[config.mk]
export PLATFORM = sky130hd
export DESIGN_NAME = display_mode_ctrl
export DESIGN_NICKNAME = d
export VERILOG_FILES = /design/src/rtl/display_mode_ctrl.sv
export SDC_FILE = /design/constraint.sdc
export NUM_CORES = 1
export LEC_CHECK = 0
export ABC_AREA = 1
export BUFFER_PORTS_ARGS = -buffer_cell sky130_fd_sc_hd__buf_4
export CORE_MARGIN = 1
export CORE_UTILIZATION = 55
export DETAILED_ROUTE_END_ITERATION = 10
export PLACE_DENSITY = 0.77
export SKIP_LAST_GASP = 1
export SYNTH_ARGS = -nofsm -noshare
export SYNTH_HDL_FRONTEND = slang
export SYNTH_SLANG_ARGS = --single-unit
[constraint.sdc]
create_clock -name clk -period 6.55 [get_ports clk]
set_clock_uncertainty 0.05 [all_clocks]
set_input_delay 0.3275 -clock clk [delete_from_list [all_inputs] [get_ports clk]]
set_output_delay 0.3275 -clock clk [all_outputs]
set_load 0.05 [all_outputs]
[src/rtl/display_mode_ctrl.sv]
// Frame-synchronous screen-mode sequencer: title/play/line-clear flash/game-over overlays.
// Latency 2 clk edges from vsync fall to outputs; no backpressure, clear_req is a held level answered by clear_ack.
module display_mode_ctrl #(
  parameter int FLASH_FRAMES     = 8,
  parameter int FLASH_BLINKS     = 3,
  parameter int OVER_HOLD_FRAMES = 120,
  parameter int ROWS             = 20
) (
  input  logic            clk,
  input  logic            reset,
  input  logic            vsync,
  input  logic            start,
  input  logic            over,
  input  logic            clear_req,
  input  logic [ROWS-1:0] clear_rows,
  output logic            clear_ack,
  output logic [1:0]      mode,
  output logic [1:0]      overlay_sel,
  output logic [ROWS-1:0] row_flash_mask,
  output logic            restart_ok,
  output logic [15:0]     frame_cnt
);

  typedef enum logic [1:0] {
    TITLE = 2'd0,
    PLAY  = 2'd1,
    FLASH = 2'd2,
    OVER  = 2'd3
  } mode_t;

  localparam int P_LAST = 2 * FLASH_BLINKS * FLASH_FRAMES - 1;
  localparam int PW     = $clog2(P_LAST + 1);
  localparam int FW     = (FLASH_FRAMES > 1) ? $clog2(FLASH_FRAMES) : 1;

  mode_t           state;
  logic            vsync_q;
  logic            vsync_d;
  logic            frame_tick;
  logic [ROWS-1:0] rows_lat;
  logic [PW-1:0]   p;
  logic [FW-1:0]   f;
  logic [15:0]     h;
  logic [15:0]     h_inc;

  // vsync is sampled once before edge detection, giving the two-edge latency.
  assign frame_tick = vsync_d & ~vsync_q;
  assign h_inc      = (h == 16'hFFFF) ? h : h + 16'd1;
  assign mode       = state;

  always_ff @(posedge clk or posedge reset) begin
    if (reset) begin
      vsync_q        <= 1'b1;
      vsync_d        <= 1'b1;
      state          <= TITLE;
      overlay_sel    <= 2'd1;
      row_flash_mask <= '0;
      rows_lat       <= '0;
      clear_ack      <= 1'b0;
      restart_ok     <= 1'b0;
      frame_cnt      <= 16'd0;
      p              <= '0;
      f              <= '0;
      h              <= 16'd0;
    end else begin
      vsync_q   <= vsync;
      vsync_d   <= vsync_q;
      clear_ack <= 1'b0;
      if (frame_tick) begin
        frame_cnt <= frame_cnt + 16'd1;
        case (state)
          TITLE: begin
            if (start) begin
              state       <= PLAY;
              overlay_sel <= 2'd0;
            end
          end
          PLAY: begin
            if (over) begin
              state       <= OVER;
              overlay_sel <= 2'd2;
              h           <= 16'd0;
              restart_ok  <= 1'b0;
            end else if (clear_req && (|clear_rows)) begin
              state          <= FLASH;
              rows_lat       <= clear_rows;
              row_flash_mask <= clear_rows;
              p              <= '0;
              f              <= '0;
            end else if (clear_req) begin
              clear_ack <= 1'b1;
            end
          end
          FLASH: begin
            p <= p + PW'(1);
            if (over) begin
              state          <= OVER;
              overlay_sel    <= 2'd2;
              row_flash_mask <= '0;
              clear_ack      <= 1'b1;
              h              <= 16'd0;
              restart_ok     <= 1'b0;
            end else if (p == PW'(P_LAST)) begin
              state          <= PLAY;
              row_flash_mask <= '0;
              clear_ack      <= 1'b1;
            end else if (f == FW'(FLASH_FRAMES - 1)) begin
              // Latched rows are never zero, so a non-empty mask means "on".
              row_flash_mask <= (|row_flash_mask) ? '0 : rows_lat;
              f              <= '0;
            end else begin
              f <= f + FW'(1);
            end
          end
          OVER: begin
            if (restart_ok && !start) begin
              state       <= TITLE;
              overlay_sel <= 2'd1;
              h           <= 16'd0;
              restart_ok  <= 1'b0;
            end else begin
              h          <= h_inc;
              restart_ok <= (h_inc >= 16'(OVER_HOLD_FRAMES));
            end
          end
          default: begin
            state       <= TITLE;
            overlay_sel <= 2'd1;
          end
        endcase
      end
    end
  end

endmodule

==> results of run 1 <==
## worst register-to-register path, delay by kind of cell, from the launching register on
| family | cells | cell delay, ns |
|---|---|---|
| flip-flops | 1 | 0.44 |
| AND/OR/NAND/NOR | 5 | 1.11 |
| adder cells (fa/ha/maj) | 1 | 0.29 |
| buffers and inverters | 3 | 1.13 |
## flip-flops by register name, indices dropped and copies added, names as in the netlist
name            cells
frame_cnt          16
h                  16
overlay_sel         2
f                   3
clear_ack           1
vsync_q             1
vsync_d             1
mode                2
rows_lat           20
p                   6
restart_ok          1
row_flash_mask     20
## cell type report
type,count,area [µm²]
clock buffer,9,124
clock inverter,7,76.3
fill,697,2740
inverter,76,287
multi-input combinational,445,2160
sequential,89,2230
tap,105,131
timing repair buffer,72,546
## per-stage QoR
step	hold WS, ns	std cells	total power [mW]
global placement	0.298	785	1.91
floorplan	0.282	628	1.65
detailed placement	0.309	785	1.95
CTS	0.00323	802	2.34
global route	0.163	803	2.49
finish	0.146	803	2.33
## what timing repair did
| action | 4_1_cts | 5_1_grt |
|---|---|---|
| endpoints found under the hold margin | 24 | 1 |
| setup endpoints to repair | 0 | 0 |
| hold buffers | 1 | 1 |
## power by group
part / internal, mW / switching (mW) / total [mW] / leakage (nW)
Clock: 0.180 / 0.208 / 0.388 / 0.0966
Sequential: 0.757 / 0.175 / 0.932 / 1.14
Combinational: 0.317 / 0.689 / 1.01 / 1.66
## synthesized netlist by cell type, drive strengths merged
| library cell | number |
|---|---|
| nand3 | 65 |
| xnor2 | 6 |
| nor3 | 6 |
| nor2 | 58 |
| nor4 | 4 |
| o21ai | 35 |
| dfrtp | 86 |
| dfstp | 3 |
| a21oi | 15 |
| nand4 | 10 |
| xor2 | 15 |
| o22ai | 9 |
| clkbuf | 7 |
| ha | 9 |
| or2 | 1 |
| a21o | 1 |
| nand2 | 205 |
| nand3b | 4 |
| inv | 76 |
| buf | 11 |
| a22o | 1 |
| and2 | 1 |
## layer usage
metal | up-vias | GRT usage | wire, µm
met4 | 0 | 0.0821 | 144
met5 | - | 0 | 0
met3 | 16 | 0.0447 | 494
li1 | 2124 | - | -
met1 | 1947 | 0.329 | 4780
met2 | 126 | 0.427 | 5160
## cells by family after synthesis
group                    Yosys count
AND/OR/NAND/NOR                  354
flip-flops                        89
adder cells (fa/ha/maj)            9
AO/OA/AOI/OAI                     61
XOR/XNOR                          21
buffers and inverters             94
## path summary, 6_finish.rpt
| check | from | endpoint | slack, ns |
|---|---|---|---|
| hold reg to reg | vsync_q | vsync_d | 0.34 |
| min in group asynchronous | reset | frame_cnt[3] | 0.46 |
| max in group asynchronous | reset | rows_lat[17] | 4.85 |
| hold / removal | clear_rows[10] | rows_lat[10] | 0.15 |
| setup reg to reg | mode[0] | row_flash_mask[0] | 3.42 |
| setup / recovery | mode[0] | row_flash_mask[0] | 3.42 |
==> summary.md, run 1 <==
| Metric | Value |
|---|---|
| Status | finished, final reports clean |
| Number of remaining DRC errors | 0 |
| Finished Core Util | 0.670 |
| Clk sinks | between 80 and 90 |
| Most common cell after layout, fill and taps aside | nand2_1 |
| Clock-pin slew on the worst setup and hold paths | approximately 0.1 ns |
| Yosys top cell area share | 0.451 |
| Setup CP Type | flop to flop |
| Pwr dens | approximately 420 nW/µm² |
| Final Instance Area | between 5000 and 6000 µm² |
| Setup Viol. Count Final | 0 |
| DR vias | roughly 4200 |
| Placer congestion estimate | a little over 0.9 |
| Post-synthesis simple-gate area fraction | 0.321 |
| Cell count along the critical path | 9 |
| Seq cells post-synth | 89 |
| Critical Path Max Stage Delay | around 0.57 ns |
| Antenna viol nets, final | 0 |
| Sequential area share after synthesis | 0.467 |
| CTS Buffer Depth | 2 |
| Fraction of final layout cells sized beyond drive strength 1 | 0.162 |
| CP Capture Type | flop |
| Critical path, cell by cell | inv_1 -> ha_1 -> inv_1 -> or2_2 -> nor2_1 -> inv_1 -> nand2_1 -> nand2_1 -> nand2_1 |
| ANT cells | 0 |
| Syn Nets | between 600 and 700 |
| Final min period | 3.13 ns |
| Root cell of the clock tree | clkbuf_8 |
| Vias per inst | around 5.2 |
| FF-to-FF path depth | 9 |
| Least-Margin Pin Slew | 1.03 ns |
| Number of port buffers | 67 |
| First-pass GRT wire length | roughly 18000 µm |
| GRT Overall Usage | 0.253 |
| Initial antenna violation count | 0 |
| Cell family with most CP delay | buffers and inverters |
| XOR/XNOR Fraction of Synth Area | 0.0385 |
| Static Leak | a little under 3 nW |
| CP required | slightly below 7 ns |
| Maxcap violations | 0 |
| CTS Buf Count | 9 |
| HP Class | primary input to flop |
| Synth cell types | 34 |
| Core ar. | 8300 µm² |
| RSZ-0062 raised after global routing | false |
| Mux share of post-synthesis cell area | 0 |
| Post-CTS setup repair buffer count | 0 |
| CTS tree | done |
| Compound-Gate Fraction of Synth Area | 0.0692 |
| First drt pass iteration count | 5 |
| Placed Area | between 5000 and 6000 µm² |
| Max-slew violations | 0 |
| CP arrival | between 3 and 4 ns |
| Die area | slightly above 9000 µm² |
| Cts repair resizes | 0 |
| Worst Hold Path Cells | 3 |
| Clk Latency, worst-skew pair | approximately 0.36 ns |
| FMAX | about 320 MHz |
| Num ports | 68 |
| Yosys warns | 0 |
| Placed wire-length estimate | 7780 µm |
| Final Cycle Share | 0.478 |
| VDD IR max | 261 µV |
| Cells after Synth | roughly 630 |
| Worst Path Max Fanout | 25 |
| Crit path max-delay cell type | inv_1 |
| Startpoint Class | flop |
| Buf/Inv on CP | 3 |
| Initial Util | 0.575 |
| Setup TNS | 0 ns |
| Die width | ~95 µm |
| Final WS setup | approximately 3.4 ns |
| Slew Limit Headroom | 0.314 |
| Syn Area/Cell | about 7.6 µm² |
| Dpl ws | about 3.5 ns |
| Main combinational cell family by area after synthesis | simple AND/OR/NAND/NOR gates |
| Site row count | 33 |
| Detailed Route Iter0 Violations | 217 |
| Top cells by area, synth | dfrtp_1 (45%), nand2_1 (16%), nand3_1 (6.6%), inv_1 (5.7%), nor2_1 (4.2%) |
| Vias in the first global route | around 4100 |
| Nets | between 700 and 800 |
| Cell Area, Synth | approximately 4800 µm² |
| Area growth syn-to-layout | 16.4% |
| H-tree lvl count | 3 |
| Avg WL per Cell | 13.2 µm |
| Grt ovf | 0 |
| Most frequent cells in the layout | nand2_1 (198), dfrtp_1 (86), inv_1 (71), buf_4 (70), nand3_1 (63) |
| Total wire length | 10600 µm |
| Adder-cell share of the synthesized area | 0.0236 |
| Die H | approximately 95 µm |
| Largest net degree at the start of global routing | 65 |
| Final Hold Fails | 0 |
| Synth area leader | dfrtp_1 |
(Power assumes the default switching activity.)
==> inputs of run 2 (changes only) <==
==> constraint.sdc (replaced) <==
create_clock -name clk -period 3.2 [get_ports clk]
set_clock_uncertainty 0.05 [all_clocks]
set_input_delay 0.16 -clock clk [delete_from_list [all_inputs] [get_ports clk]]
set_output_delay 0.16 -clock clk [all_outputs]
set_load 0.05 [all_outputs]
==> summary.md, run 2 (synthesized netlist as in run 1, its figures left out) <==
| Metric | Value |
|---|---|
| H-tree lvl count | 3 (unchanged) |
| Crit path max-delay cell type | nand2_1 (was inv_1) |
| CP endpoint | row_flash_mask[11] (was row_flash_mask[0]) |
| CP Capture Type | flop (unchanged) |
| Clock-pin slew on the worst setup and hold paths | 0.09 ns (was 0.10 ns) |
| Pwr dens | 832 nW/µm² (was 418 nW/µm²) |
| Initial antenna violation count | 0 (unchanged) |
| Setup TNS | 0 ns (unchanged) |
| FF-to-FF path depth | 11 (was 9) |
| Critical path, cell by cell | inv_1 -> ha_1 -> inv_1 -> nor2_1 -> inv_1 -> a21oi_2 -> nand2_4 -> inv_2 -> nand2_1 -> nand2_1 -> nand2_1 (was inv_1 -> ha_1 -> inv_1 -> or2_2 -> nor2_1 -> inv_1 -> nand2_1 -> nand2_1 -> nand2_1) |
| Static Leak | 2.95 nW (was 2.90 nW) |
| Vias in the first global route | 4074 (was 4083) |
| Number of remaining DRC errors | 0 (unchanged) |
| FF-to-FF Start | mode[1] (was mode[0]) |
| Hold_buf cts | 14 (was 1) |
| Fill cell count | 686 (was 697) |
| Number of port buffers | 67 (unchanged) |
| FF-to-FF setup slack | 0.50 ns (was 3.42 ns) |
| Placed wire-length estimate | 8030 µm (was 7780 µm) |
| Post-CTS setup repair buffer count | 0 (unchanged) |
| Cell count along the critical path | 11 (was 9) |
| Setup Viol. Count Final | 0 (unchanged) |
| Total design power | 4.72 mW (was 2.33 mW) |
| HP Class | primary input to flop (unchanged) |
| Max-slew violations | 0 (unchanged) |
| Antenna viol nets, final | 0 (unchanged) |
| VDD IR max | 575 µV (was 261 µV) |
| Clk sinks | 89 (unchanged) |
| Cts repair resizes | 0 (unchanged) |
| CP arrival | 2.89 ns (was 3.33 ns) |
| Worst setup path startpoint | mode[1] (was mode[0]) |
| R2R Path End | row_flash_mask[11] (was row_flash_mask[0]) |
| Num ports | 68 (unchanged) |
| DR vias | 4303 (was 4213) |
| RSZ-0062 raised after global routing | false (unchanged) |
| CTS Buffer Depth | 2 (unchanged) |
| Final Hold Slack | 0.00517 ns (was 0.146 ns) |
| Largest net degree at the start of global routing | 41 (was 65) |
| Final min period | 2.70 ns (was 3.13 ns) |
| Grt ovf | 0 (unchanged) |
| Avg WL per Cell | 13.6 µm (was 13.2 µm) |
| Status | finished, final reports clean (unchanged) |
| Setup CP Type | flop to flop (unchanged) |
| Placer congestion estimate | 0.966 (was 0.913) |
| Worst Path Max Fanout | 30 (was 25) |
| Die width | 95.2 µm (unchanged) |
| Site row count | 33 (unchanged) |
| Startpoint Class | flop (unchanged) |
| CTS Buf Count | 9 (unchanged) |
| Least-Margin Pin Slew | 0.679 ns (was 1.03 ns) |
| Critical Path Max Stage Delay | 0.49 ns (was 0.57 ns) |
| Core ar. | 8300 µm² (unchanged) |
| Initial Util | 0.575 (unchanged) |
| First-pass GRT wire length | 18500 µm (was 18000 µm) |
| Maxcap violations | 0 (unchanged) |
| GRT Overall Usage | 0.265 (was 0.253) |
| Clk Latency, worst-skew pair | 0.36 ns (about the same) |
| Most common cell after layout, fill and taps aside | nand2_1 (unchanged) |
| Final Hold Fails | 0 (unchanged) |
| Detailed Route Iter0 Violations | 291 (was 217) |
| Die area | 9060 µm² (unchanged) |
| CP required | 3.39 ns (was 6.75 ns) |
| First drt pass iteration count | 5 (unchanged) |
| CTS tree | done (unchanged) |
| Nets | 744 (was 728) |
| Fraction of final layout cells sized beyond drive strength 1 | 0.162 (about the same) |
| Slew Limit Headroom | 0.547 (was 0.314) |
| Total wire length | 11200 µm (was 10600 µm) |
| Vias per inst | 5.25 (about the same) |
| Top Registers | row_flash_mask: 20 flops, rows_lat: 20 flops (unchanged) |
| Most frequent cells in the layout | nand2_1 (198), dfrtp_1 (86), buf_4 (74), inv_1 (71), nand3_1 (63) (was nand2_1 (198), dfrtp_1 (86), inv_1 (71), buf_4 (70), nand3_1 (63)) |
| Buf/Inv on CP | 4 (was 3) |
| Worst Hold Path Cells | 3 (unchanged) |
| Area growth syn-to-layout | 18.9% (was 16.4%) |
| ANT cells | 0 (unchanged) |
| Cell family with most CP delay | simple AND/OR/NAND/NOR gates (was buffers and inverters) |
| FMAX | 371 MHz (was 319 MHz) |
| Root cell of the clock tree | clkbuf_8 (unchanged) |
| Final Cycle Share | 0.843 (was 0.478) |
| Die H | 95.2 µm (unchanged) |
run 2: worst min-delay path by stage:
| stage | startpoint | end | slack, ns |
|---|---|---|---|
| floorplan | vsync | vsync_q | 0.11 |
| CTS | clear_rows[19] | rows_lat[19] | 0.003 |
| finish | clear_rows[2] | rows_lat[2] | 0.005 |
| detailed placement | reset | h[3] | 0.21 |
| global route | clear_rows[18] | rows_lat[18] | 0.01 |
| global placement | reset | h[3] | 0.19 |
run 2: metrics by stage:
stage / cells / util / worst slack (ns) / cell area (µm²)
floorplan: 628 / - / 0.688 / 4770
global placement: 789 / 0.647 / 0.662 / 5370
detailed placement: 789 / 0.647 / 0.537 / 5370
CTS: 819 / 0.684 / 0.527 / 5680
global route: 819 / 0.684 / 0.202 / 5680
finish: 819 / 0.684 / 0.502 / 5680
run 2: tightest hold or removal path, delay by kind of cell:
kind | cells | cell delay (ns)
buf+inv | 1 | 0.09
compound gates | 1 | 0.08
simple gates | 1 | 0.04
run 2: final cells by class:
type	instances	area (µm²)	area share
sequential	89	2230	0.393
multi-input combinational	445	2160	0.381
timing repair buffer	88	696	0.122
inverter	76	287	0.0505
tap	105	131	0.0231
clock buffer	10	128	0.0225
clock inverter	6	42.5	0.00749
run 2: power by group:
part / switching, mW / internal [mW] / total, mW
Sequential: 0.365 / 1.55 / 1.91
Combinational: 1.44 / 0.672 / 2.12
Clock: 0.408 / 0.285 / 0.694
Total: 2.22 / 2.51 / 4.72
run 2: per-layer routing:
metal,global-route usage,share of wire,vias to the layer above
met4,0.0985,0.021,0
met2,0.436,0.48,138
li1,-,-,2154
met1,0.348,0.44,1987
met5,0,0,-
met3,0.0478,0.055,24
